[src/rtl/i2s_tx_stream.sv]
// I2S / left-justified stereo serial transmitter with a one-pair holding buffer
// between a valid/ready sample source and the external DAC link.
module i2s_tx_stream #(
  parameter int DATA_W   = 16,
  parameter int SLOT_W   = 32,
  parameter int BCLK_DIV = 2
) (
  input  logic              i_clk,
  input  logic              i_rst_n,
  input  logic              i_mode,
  input  logic [DATA_W-1:0] i_left,
  input  logic [DATA_W-1:0] i_right,
  input  logic              i_valid,
  output logic              o_ready,
  output logic              o_bclk,
  output logic              o_lrclk,
  output logic              o_sdata,
  output logic              o_frame_start,
  output logic              o_underrun
);

  localparam int FRAME_W = 2 * SLOT_W;
  localparam int PRE_W   = (BCLK_DIV > 1) ? $clog2(BCLK_DIV) : 1;
  localparam int CNT_W   = $clog2(FRAME_W);

  localparam logic [PRE_W-1:0] PRE_MAX   = PRE_W'(BCLK_DIV - 1);
  localparam logic [CNT_W-1:0] CNT_MAX   = CNT_W'(FRAME_W - 1);
  localparam logic [CNT_W-1:0] CNT_RIGHT = CNT_W'(SLOT_W);

  logic [PRE_W-1:0]   pre_q, pre_d;
  logic               bclk_q, bclk_d;
  logic [CNT_W-1:0]   cnt_q, cnt_d;
  logic               mode_q, mode_d;
  logic               lrclk_q, lrclk_d;
  logic               sdata_q, sdata_d;
  logic [FRAME_W-1:0] sreg_q, sreg_d;
  logic               buf_full_q, buf_full_d;
  logic [DATA_W-1:0]  buf_left_q, buf_left_d;
  logic [DATA_W-1:0]  buf_right_q, buf_right_d;
  logic               frame_start_q, frame_start_d;
  logic               underrun_q, underrun_d;

  logic               tick;
  logic               fall;
  logic               load;
  logic               accept;
  logic [FRAME_W-1:0] frame_img;

  // Place a sample MSB-first in its slot; I2S shifts it one BCLK later than LJ.
  function automatic logic [SLOT_W-1:0] fmt_slot(input logic [DATA_W-1:0] s,
                                                 input logic              lj);
    logic [SLOT_W-1:0] aligned;
    aligned = {s, {(SLOT_W - DATA_W){1'b0}}};
    return lj ? aligned : (aligned >> 1);
  endfunction

  always_comb begin
    tick   = (pre_q == PRE_MAX);
    fall   = tick & bclk_q;
    load   = fall & (cnt_q == CNT_MAX);
    accept = i_valid & ~buf_full_q;
  end

  always_comb begin
    pre_d         = pre_q;
    bclk_d        = bclk_q;
    cnt_d         = cnt_q;
    mode_d        = mode_q;
    lrclk_d       = lrclk_q;
    sdata_d       = sdata_q;
    sreg_d        = sreg_q;
    buf_full_d    = buf_full_q;
    buf_left_d    = buf_left_q;
    buf_right_d   = buf_right_q;
    frame_start_d = 1'b0;
    underrun_d    = 1'b0;
    frame_img     = '0;

    if (tick) begin
      pre_d  = '0;
      bclk_d = ~bclk_q;
    end else begin
      pre_d = pre_q + 1'b1;
    end

    // Serial outputs only move on falling BCLK so the DAC samples mid-bit.
    if (fall) begin
      if (load) begin
        cnt_d         = '0;
        mode_d        = i_mode;
        frame_start_d = 1'b1;
        if (buf_full_q) begin
          frame_img = {fmt_slot(buf_left_q, i_mode), fmt_slot(buf_right_q, i_mode)};
        end else begin
          underrun_d = 1'b1;
        end
        buf_full_d = 1'b0;
        sdata_d    = frame_img[FRAME_W-1];
        sreg_d     = frame_img << 1;
      end else begin
        cnt_d   = cnt_q + 1'b1;
        sdata_d = sreg_q[FRAME_W-1];
        sreg_d  = sreg_q << 1;
      end
      lrclk_d = (cnt_d >= CNT_RIGHT) ^ mode_d;
    end

    // A pair arriving on the load edge lands after the load saw an empty buffer.
    if (accept) begin
      buf_full_d  = 1'b1;
      buf_left_d  = i_left;
      buf_right_d = i_right;
    end
  end

  always_ff @(posedge i_clk or negedge i_rst_n) begin
    if (!i_rst_n) begin
      pre_q         <= '0;
      bclk_q        <= 1'b0;
      cnt_q         <= CNT_MAX;
      mode_q        <= 1'b0;
      lrclk_q       <= 1'b0;
      sdata_q       <= 1'b0;
      sreg_q        <= '0;
      buf_full_q    <= 1'b0;
      buf_left_q    <= '0;
      buf_right_q   <= '0;
      frame_start_q <= 1'b0;
      underrun_q    <= 1'b0;
    end else begin
      pre_q         <= pre_d;
      bclk_q        <= bclk_d;
      cnt_q         <= cnt_d;
      mode_q        <= mode_d;
      lrclk_q       <= lrclk_d;
      sdata_q       <= sdata_d;
      sreg_q        <= sreg_d;
      buf_full_q    <= buf_full_d;
      buf_left_q    <= buf_left_d;
      buf_right_q   <= buf_right_d;
      frame_start_q <= frame_start_d;
      underrun_q    <= underrun_d;
    end
  end

  assign o_ready       = ~buf_full_q;
  assign o_bclk        = bclk_q;
  assign o_lrclk       = lrclk_q;
  assign o_sdata       = sdata_q;
  assign o_frame_start = frame_start_q;
  assign o_underrun    = underrun_q;

endmodule

[config.mk]
export PLATFORM = sky130hd
export DESIGN_NAME = i2s_tx_stream
export DESIGN_NICKNAME = d
export VERILOG_FILES = /design/src/rtl/i2s_tx_stream.sv
export SDC_FILE = /design/constraint.sdc
export NUM_CORES = 1
export LEC_CHECK = 0
export CAP_MARGIN = 10
export CORE_ASPECT_RATIO = 0.7
export CORE_UTILIZATION = 53
export CTS_BUF_LIST = sky130_fd_sc_hd__clkbuf_8
export CTS_CLUSTER_SIZE = 8
export DETAILED_ROUTE_END_ITERATION = 8
export PLACE_DENSITY = 0.75
export SLEW_MARGIN = 20
export SYNTH_ARGS = -nofsm -noshare
export SYNTH_HDL_FRONTEND = slang
export SYNTH_SLANG_ARGS = --single-unit
export TNS_END_PERCENT = 20
[constraint.sdc]
create_clock -name i_clk -period 2.4 [get_ports i_clk]
set_input_delay 0.48 -clock i_clk [delete_from_list [all_inputs] [get_ports i_clk]]
set_output_delay 0.48 -clock i_clk [all_outputs]
set_load 0.02 [all_outputs]
==> results of run 1 <==
[per-stage QoR]
stage               instance area [µm²]  utilization (%)  power (mW)  std cells  setup WS [ns]
floorplan                          4290                -        2.35        408          0.892
global placement                   4780             60.9        2.53        527          0.493
detailed placement                 4780             60.9        2.56        527          0.457
CTS                                5010             63.9        3.76        543          0.446
global route                       5010             63.9        3.91        543          0.402
finish                             5010             63.9        3.71        543          0.463
[sequential cells by signal (all words and copies together) (netlist names)]
name and count:
o_bclk 1, sreg_q 48, buf_full_q 1, o_underrun 1, cnt_q 6, mode_q 1, o_sdata 1, buf_right_q 16
pre_q 1, o_lrclk 1, buf_left_q 16, o_frame_start 1
[cells by family after synthesis]
family                   after synthesis  share of synthesized area [%]
AO/OA/AOI/OAI                         56                           7.91
XOR/XNOR                               4                          0.817
adder cells (fa/ha/maj)                1                          0.292
buffers and inverters                 35                           4.20
flip-flops                            94                           55.0
multiplexers                          62                           16.3
AND/OR/NAND/NOR                      156                           15.5
[power groups by stage]
stage          Combinational (mW)  Sequential [mW]  Clock, mW
3_5_place_dp                0.576             1.99          0
5_1_grt                     0.625             1.99       1.29
4_1_cts                     0.581             1.96       1.23
6_report                    0.572             1.95       1.19
2_1_floorplan               0.425             1.92          0
3_3_place_gp                0.554             1.98          0
[worst max path at each step]
stage                    start    endpoint  slack [ns]  depth (start not counted)
global placement        i_mode  sreg_q[20]        0.49                          5
global route        buf_full_q     o_ready        0.40                          2
detailed placement      i_mode  sreg_q[30]        0.46                          5
CTS                 buf_full_q     o_ready        0.45                          2
finish              buf_full_q     o_ready        0.46                          2
floorplan             cnt_q[0]     o_lrclk        0.89                          6
[layout make-up]
cell class              instances  area, µm²
flip-flops and latches         94       2360
clock buffers                  11        151
multi-input cells             279       1750
clock inverters                 5       81.3
well taps                     101        126
fillers                       644       2830
repair buffers                 50        526
inverters                       3       11.3
[placed cells by master, fill, tap and decap left out, drive strengths merged]
cell type | synthesis | final
nand4b | 1 | 1
clkbuf | 14 | 11
nor2b | 1 | 1
a21bo | 1 | 1
nand4 | 3 | 3
a21o | 1 | 1
dfstp | 6 | 6
buf | 18 | 10
clkdlybuf4s50 | 0 | 40
bufinv | 0 | 2
a41o | 1 | 1
a22o | 1 | 1
a31oi | 34 | 34
dfrtp | 88 | 88
xor2 | 3 | 3
and3 | 1 | 1
xnor2 | 1 | 1
clkinvlp | 0 | 1
nand3b | 1 | 1
inv | 3 | 3
ha | 1 | 1
mux2 | 62 | 62
nand3 | 34 | 34
nor2 | 36 | 36
nand2 | 75 | 75
and4 | 1 | 1
and2 | 3 | 3
clkinv | 0 | 2
o21ai | 18 | 18
[metal layers]
layer | vias up | global-route usage (%) | wire, µm
met3 | 5 | 5.87 | 409
met4 | 0 | 6.00 | 53
met5 | - | 0 | 0
li1 | 1471 | - | -
met1 | 1479 | 30.1 | 3800
met2 | 75 | 32.0 | 3730
==> summary.txt, run 1 <==
Outcome
  • Status: finished, final reports clean

Power
  • Switching part of the total: 24.0%
  • Power share of the clock group: 32.0%
  • Leak Pwr: 2.07 nW
  • PwrDens: 741 mW/mm²
  • Internal power: around 2.8 mW
  • Combinational power share: 15.4%
  • Sw power: 0.893 mW
  • Peak supply drop: 0.444 mV
  • Seq pwr share: 52.6%

Timing
  • Worst-Margin Slew: 0.689 ns
  • Fin crit share: roughly four fifths
  • Hold WS: 0.141 ns
  • Slew Viols, Final: 0
  • Setup TNS: 0 ns
  • Final min period: around 1.9 ns
  • Worst-case clock skew: 0.0120 ns
  • Rel. slew slack: ~54%
  • FMAX: 0.516 GHz
  • Setup violators final: 0
  • RSZ-0062 raised after global routing: no
  • Hold Violations, Final: 0

Yosys
  • List of most frequent post-synthesis cells: dfrtp_1, nand2_1, mux2_2, nor2_1
  • Area contributors post-synth: dfrtp_1, mux2_2, nand2_1
  • Post-Syn Area: around 0.0043 mm²
  • Post-Syn Area per Cell: 10.5 µm²
  • Syn Inst Count: about 400
  • FF+latch count, synth: 94
  • Unique masters post-synth: 29
  • Syn_nets: between 400 and 500
  • Warnings, synthesis: 0
  • Sequential share of the synthesized area: 55.0%
  • Largest area contributor in the netlist: dfrtp_1
  • Synth Flop Type: dfrtp_1
  • Number of synthesized flops with an enable pin: 0
  • Top-count cell post-synth: dfrtp_1
  • Synth async-reset ratio: 100%
  • Top-area cell type share of the netlist area: 51.3%

Global routing
  • First-pass GRT wire length: 13800 µm
  • Antenna violations before repair: 0
  • Vias in the first global route: 2851
  • Overflow after GRT: 0
  • Global-route usage over all layers: 21.3%
  • Largest net degree at the start of global routing: 68

CTS
  • Clock slew at reported path FFs: 0.09 ns
  • Hold Buf Count CTS: 0
  • Buffer count from post-CTS setup fixing: 0
  • Clock latency on the worst-skew pair: around 0.37 ns
  • H-tree depth: 3
  • Post-CTS resize count: 0
  • CTS Sinks: 94
  • Number of CTS-inserted buffers: 9
  • Root Buffer Master: clkbuf_8
  • TritonCTS clock tree: built
  • Max Root-Sink Buffers: 2

Setup path
  • Critical path cell sequence: inv_1 > clkdlybuf4s50_1
  • Worst r2r path cells: 5
  • Reg2Reg Launch Point: cnt_q[2]
  • Crit path capture type: output port
  • CP Launch Type: register
  • Critical Path Fanout Max: 3
  • Worst Path Buf+Inv: 2
  • Setup CP Type: register to output port
  • Worst EP arrival: 1.46 ns
  • Top Family by Delay on Critical Path: buffers and inverters
  • R2R Setup Slk: 0.57 ns
  • Critical Path RT: 1.92 ns
  • CP max stage cell: clkdlybuf4s50_1
  • Reg2reg end: sreg_q[30]
  • Largest stage delay, worst path: 0.59 ns

Detailed routing
  • DRT Pass-1 Iters: 4
  • WL final: 7990 µm
  • DRT iter0 DRCs: 194
  • Residual DRC: 0
  • Antenna Nets Post-Route: 0
  • Vias per cell: 5.58
  • Vias: 3030
  • Per-cell routed wire length: 14.7 µm

Place
  • Gpl congestion: 0.726
  • I/O Buffers: approximately 40
  • HPWL after detailed placement: around 5000 µm

Die
  • Core ar.: 0.00784 mm²
  • Die area: 0.00846 mm²
  • Die width: roughly 110 µm
  • Die height: about 77 µm
  • # IOs: 42
  • Rows: 27
  • Initial core utilization: 54.7%

Min path
  • Worst Hold Class: primary input to async pin

Layout
  • Diode count: 0
  • Final #Nets: 474
  • Share of cells above drive strength 1: 22.4%
  • Layout Area Growth over Synthesis: 16.8%

Flow run
  • Max cap viols: 0
(Power assumes the default switching activity.)
==> run 2, diff against run 1 <==
--- a/config.mk
+++ b/config.mk
@@ -11,7 +11,7 @@
 export CTS_BUF_LIST = sky130_fd_sc_hd__clkbuf_8
 export CTS_CLUSTER_SIZE = 8
 export DETAILED_ROUTE_END_ITERATION = 8
-export PLACE_DENSITY = 0.75
+export PLACE_DENSITY = 0.78
 export SLEW_MARGIN = 20
 export SYNTH_ARGS = -nofsm -noshare
 export SYNTH_HDL_FRONTEND = slang
==> constraint.sdc (replaced) <==
create_clock -name i_clk -period 1.7 [get_ports i_clk]
set_input_delay 0.34 -clock i_clk [delete_from_list [all_inputs] [get_ports i_clk]]
set_output_delay 0.34 -clock i_clk [all_outputs]
set_load 0.02 [all_outputs]
==> summary.txt, run 2 (same netlist as run 1, synthesis figures left out) <==
CTS
  • CTS Sinks: 94 (unchanged)
  • TritonCTS clock tree: built
  • Max Root-Sink Buffers: 2 (unchanged)
  • Clock slew at reported path FFs: 0.09 ns (about the same)
  • Buffer count from post-CTS setup fixing: 0 (unchanged)
  • Number of CTS-inserted buffers: 9 (unchanged)
  • H-tree depth: 3 (unchanged)
  • Clock latency on the worst-skew pair: 0.37 ns (about the same)
  • Root Buffer Master: clkbuf_8

Timing
  • Slew Viols, Final: 0 (unchanged)
  • Final min period: 1.64 ns
  • Hold Violations, Final: 0 (unchanged)
  • Rel. slew slack: 60.1% (+6.1 points)
  • RSZ-0062 raised after global routing: yes
  • Worst-Margin Slew: 0.597 ns (-0.0923 ns)
  • Worst-case clock skew: 0.0131 ns (+0.00109 ns)
  • FMAX: 0.612 GHz
  • Setup TNS: 0 ns (unchanged)
  • Fin crit share: 96.2%
  • Hold WS: 0.450 ns (+0.308 ns)
  • Setup violators final: 0 (unchanged)

Setup path
  • Setup CP Type: register to register
  • Crit path capture type: register
  • Largest stage delay, worst path: 0.58 ns (about the same)
  • Critical Path Fanout Max: 11 (+8)
  • Reg2reg end: sreg_q[18]
  • CP Launch Type: register
  • Reg2Reg Launch Point: cnt_q[2]
  • Worst EP arrival: 1.92 ns (+0.46 ns)
  • R2R Setup Slk: 0.06 ns (-0.51 ns)
  • Critical Path RT: 1.98 ns (+0.06 ns)
  • Worst r2r path cells: 5 (unchanged)
  • CP max stage cell: dfstp_2
  • Critical path cell sequence: and4_4 > and2_1 > buf_4 > nand3_1 > a31oi_1

Detailed routing
  • Vias per cell: 5.55 (-0.47%)
  • Residual DRC: 0 (unchanged)
  • Antenna Nets Post-Route: 0 (unchanged)
  • DRT Pass-1 Iters: 4 (unchanged)
  • DRT iter0 DRCs: 230 (+19%)
  • Per-cell routed wire length: 14.9 µm (+0.90%)
  • WL final: 8150 µm (+2.0%)
  • Vias: 3049 (+0.63%)

Layout
  • Most common cell after layout, fill and taps aside: dfrtp_1
  • Most frequent cells in the layout: dfrtp_1, nand2_1, mux2_2, nor2_1, clkdlybuf4s50_1
  • Final #Nets: 480 (+1.3%)
  • Most flops, register: sreg_q
  • Fill cells: 633 (-1.7%)
  • Largest regs: sreg_q: 48 flops, buf_left_q: 16 flops, buf_right_q: 16 flops
  • Layout Area Growth over Synthesis: 17.9%
  • Max FFs per register: 48 (unchanged)
  • Core Util, Final: 64.5% (+0.61 points)
  • Diode count: 0 (unchanged)
  • Share of cells above drive strength 1: 23.0% (+0.59 points)

Die
  • Die height: 77.3 µm (unchanged)
  • Die width: 110 µm (unchanged)
  • Initial core utilization: 54.7% (unchanged)
  • Rows: 27 (unchanged)
  • # IOs: 42 (unchanged)
  • Die area: 0.00846 mm² (unchanged)
  • Core ar.: 0.00784 mm² (unchanged)

Outcome
  • Status: finished, final reports clean

Global routing
  • Largest net degree at the start of global routing: 62 (-8.8%)
  • Vias in the first global route: 2985 (+4.7%)
  • First-pass GRT wire length: 14500 µm (+4.8%)
  • Antenna violations before repair: 0 (unchanged)
  • Global-route usage over all layers: 22.3% (+1.1 points)
  • Overflow after GRT: 0 (unchanged)

Power
  • PwrDens: 1000 mW/mm² (+35%)
  • Leak Pwr: 2.12 nW (+2.5%)
  • Peak supply drop: 0.784 mV (+76%)
  • Overall power: 5.07 mW (+37%)

Flow run
  • Max cap viols: 0 (unchanged)

Place
  • Gpl congestion: 0.760 (+4.8%)
  • HPWL after detailed placement: 5250 µm (+2.5%)
  • I/O Buffers: 41 (unchanged)

Min path
  • Worst Hold Class: primary input to async pin
-- run 2: timing repair --
action / CTS / global route
setup endpoints to repair: 3 / 7
hold buffers: 1 / 0
cloned: 0 / 0
hold endpoints to repair: 21 / 0
gates resized for setup: 3 / 4
pin swaps: 0 / 0
-- run 2: how the worst max path moves through the flow --
stage | start | to | slack, ns
detailed placement | i_mode | sreg_q[26] | -0.06
CTS | cnt_q[0] | o_lrclk | 0.01
floorplan | cnt_q[0] | o_lrclk | 0.19
global placement | i_mode | sreg_q[56] | -0.04
finish | cnt_q[2] | sreg_q[18] | 0.06
global route | cnt_q[2] | sreg_q[18] | -0.002
-- run 2: per-stage QoR --
stage,setup WS (ns),instances,instance area (µm²)
floorplan,0.192,408,4290
global placement,-0.0433,532,4840
detailed placement,-0.0584,532,4840
CTS,0.0143,549,5050
global route,-0.00177,549,5060
finish,0.0648,549,5060
-- run 2: report_power, final --
part           switching, mW  total (mW)  internal (mW)
clock network          0.746        1.49          0.748
registers              0.236        2.77           2.53
logic                  0.263       0.806          0.544
-- run 2: critical path, delay by kind of cell (launching register included) --
kind,cells,cell delay [ns]
DFF,1,0.58
and+or+nand+nor,3,0.56
buffers and inverters,1,0.22
AOI/OAI and AO/OA,1,0.20
-- run 2: area by class of cell --
cell class	instances	area [µm²]	area share [%]
inverter	3	11.3	0.223
multi-input combinational	279	1760	34.8
clock buffer	11	151	2.99
timing repair buffer	56	599	11.9
clock inverter	5	50.0	0.990
sequential	94	2360	46.7
tap	101	126	2.50
-- run 2: metal layers --
| metal | GRT usage, % | share of wire (%) |
|---|---|---|
| met5 | 0 | 0 |
| met2 | 31.9 | 45 |
| met1 | 32.7 | 48 |
| met4 | 7.20 | 1.2 |
| met3 | 6.29 | 5.2 |
==> run 3, diff against run 2 <==
--- a/config.mk
+++ b/config.mk
@@ -12,6 +12,7 @@
 export CTS_CLUSTER_SIZE = 8
 export DETAILED_ROUTE_END_ITERATION = 8
 export PLACE_DENSITY = 0.78
+export RECOVER_POWER = 25
 export SLEW_MARGIN = 20
 export SYNTH_ARGS = -nofsm -noshare
 export SYNTH_HDL_FRONTEND = slang
==> summary.txt, run 3 (same netlist as run 1, synthesis figures left out) <==
Die
  • Die height: 77.3 µm (unchanged)
  • Core ar.: 0.00784 mm² (unchanged)
  • Die area: 0.00846 mm² (unchanged)
  • # IOs: 42 (unchanged)
  • Initial core utilization: 54.7% (unchanged)
  • Die width: 110 µm (unchanged)
  • Rows: 27 (unchanged)

Detailed routing
  • Per-cell routed wire length: 14.8 µm (-0.20%)
  • WL final: 8140 µm (-0.20%)
  • DRT iter0 DRCs: 230 (unchanged)
  • Vias: 3046 (-0.098%)
  • Residual DRC: 0 (unchanged)
  • Antenna Nets Post-Route: 0 (unchanged)
  • Vias per cell: 5.55 (about the same)
  • DRT Pass-1 Iters: 4 (unchanged)

Setup path
  • Setup CP Type: register to register
  • Largest stage delay, worst path: 0.58 ns (about the same)
  • Top Family by Delay on Critical Path: flip-flops
  • CP max stage cell: dfstp_2
  • Critical path cell sequence: and4_4 > and2_1 > buf_4 > nand3_1 > a31oi_1
  • Worst EP arrival: 1.92 ns (about the same)
  • Worst Path Buf+Inv: 1 (unchanged)
  • Critical Path RT: 1.98 ns (about the same)
  • Critical Path Fanout Max: 11 (unchanged)
  • Worst r2r path cells: 5 (unchanged)
  • CP Launch Type: register
  • Critical path depth: 5 (unchanged)
  • Crit path capture type: register

Timing
  • Slew Viols, Final: 0 (unchanged)
  • Worst-case clock skew: 0.0131 ns (unchanged)
  • Final min period: 1.64 ns (+0.00146 ns)
  • Rel. slew slack: 50.3% (-9.8 points)
  • Setup TNS: 0 ns (unchanged)
  • Setup slack after layout: 0.0633 ns (-0.00146 ns)
  • RSZ-0062 raised after global routing: yes
  • Worst-Margin Slew: 0.745 ns (+0.148 ns)
  • Fin crit share: 96.3% (about the same)
  • FMAX: 0.611 GHz (about the same)
  • Setup violators final: 0 (unchanged)
  • Hold Violations, Final: 0 (unchanged)

Place
  • HPWL after detailed placement: 5250 µm (unchanged)
  • Place WS: -0.0584 ns (unchanged)
  • I/O Buffers: 41 (unchanged)
  • Gpl congestion: 0.760 (unchanged)

Layout
  • Diode count: 0 (unchanged)
  • Most flops, register: sreg_q
  • Share of cells above drive strength 1: 23.0% (unchanged)
  • Layout Area Growth over Synthesis: 17.8% (about the same)
  • Max FFs per register: 48 (unchanged)
  • Most common cell after layout, fill and taps aside: dfrtp_1
  • Most frequent cells in the layout: dfrtp_1, nand2_1, mux2_2, nor2_1, clkdlybuf4s50_1
  • Largest regs: sreg_q: 48 flops, buf_left_q: 16 flops, buf_right_q: 16 flops
  • Final #Nets: 480 (unchanged)

Power
  • Peak supply drop: 0.774 mV (-1.2%)
  • Overall power: 5.06 mW (-0.10%)
  • Leak Pwr: 2.12 nW (about the same)
  • PwrDens: 1000 mW/mm² (about the same)

Global routing
  • First-pass GRT wire length: 14500 µm (unchanged)
  • Antenna violations before repair: 0 (unchanged)
  • Global-route usage over all layers: 22.3% (unchanged)
  • Overflow after GRT: 0 (unchanged)
  • Largest net degree at the start of global routing: 62 (unchanged)
  • Vias in the first global route: 2985 (unchanged)

CTS
  • Max Root-Sink Buffers: 2 (unchanged)
  • CTS Sinks: 94 (unchanged)
  • Clock slew at reported path FFs: 0.09 ns (about the same)
  • Root Buffer Master: clkbuf_8
  • H-tree depth: 3 (unchanged)
  • Clock latency on the worst-skew pair: 0.36 ns (about the same)
  • Number of CTS-inserted buffers: 9 (unchanged)
  • TritonCTS clock tree: built

Min path
  • Worst hold stages: 2
  • Worst Hold Class: register to register

Flow run
  • Max cap viols: 0 (unchanged)

Outcome
  • Status: finished, final reports clean
## run 3: cell types whose count changed in the layout (fill, tap and decap cells not counted), sizes merged
cell | before | now
buf | 15 | 14
clkbuf | 11 | 12
## run 3: area by class of cell
cell class / instances / area [µm²]
multi-input combinational: 279 / 1760
clock buffer: 11 / 151
tap: 101 / 126
fill: 633 / 2780
sequential: 94 / 2360
inverter: 3 / 11.3
clock inverter: 5 / 50.0
timing repair buffer: 56 / 597
## run 3: repair_timing
| item | 4_1_cts | 5_1_grt |
|---|---|---|
| setup endpoints to repair | 3 | 7 |
| setup buffers | 0 | 0 |
| endpoints found under the hold margin | 21 | 0 |
| hold buffers | 1 | 0 |
| resized for setup | 3 | 4 |
| pin swaps | 0 | 0 |
## run 3: power by group
| group | switching (mW) | leakage [nW] | internal (mW) |
|---|---|---|---|
| Clock | 0.742 | 0.108 | 0.748 |
| Sequential | 0.236 | 1.09 | 2.53 |
| Combinational | 0.262 | 0.927 | 0.543 |
| Total | 1.24 | 2.12 | 3.82 |
## run 3: metal layers
metal | GRT usage (%) | wire length [µm] | vias to the layer above
met1 | 32.7 | 3890 | 1481
met2 | 31.9 | 3700 | 71
met3 | 6.29 | 442 | 10
met4 | 7.20 | 101 | 0
li1 | - | - | 1484
met5 | 0 | 0 | -
## run 3: path summary, 6_finish.rpt
kind	start	endpoint	slack, ns
setup / recovery	cnt_q[2]	sreg_q[18]	0.06
hold / removal	cnt_q[5]	cnt_q[5]	0.48
setup reg to reg	cnt_q[2]	sreg_q[18]	0.06
hold reg to reg	cnt_q[5]	cnt_q[5]	0.48
max in group asynchronous	i_rst_n	sreg_q[41]	0.48
min in group asynchronous	i_rst_n	sreg_q[16]	0.58
## run 3: tightest hold or removal path: cells and delay by family (launching register included)
family	cells	cell delay (ns)
DFF	1	0.39
and+or+nand+nor	2	0.10
## run 3: metrics by stage
step / hold WS, ns / util, % / area (µm²) / std cells
after floorplan: 0.0444 / - / 4290 / 408
after global placement: 0.288 / 61.7 / 4840 / 532
after detailed placement: 0.290 / 61.7 / 4840 / 532
after CTS: 0.428 / 64.4 / 5050 / 549
after global routing: 0.491 / 64.5 / 5050 / 549
final: 0.483 / 64.5 / 5050 / 549
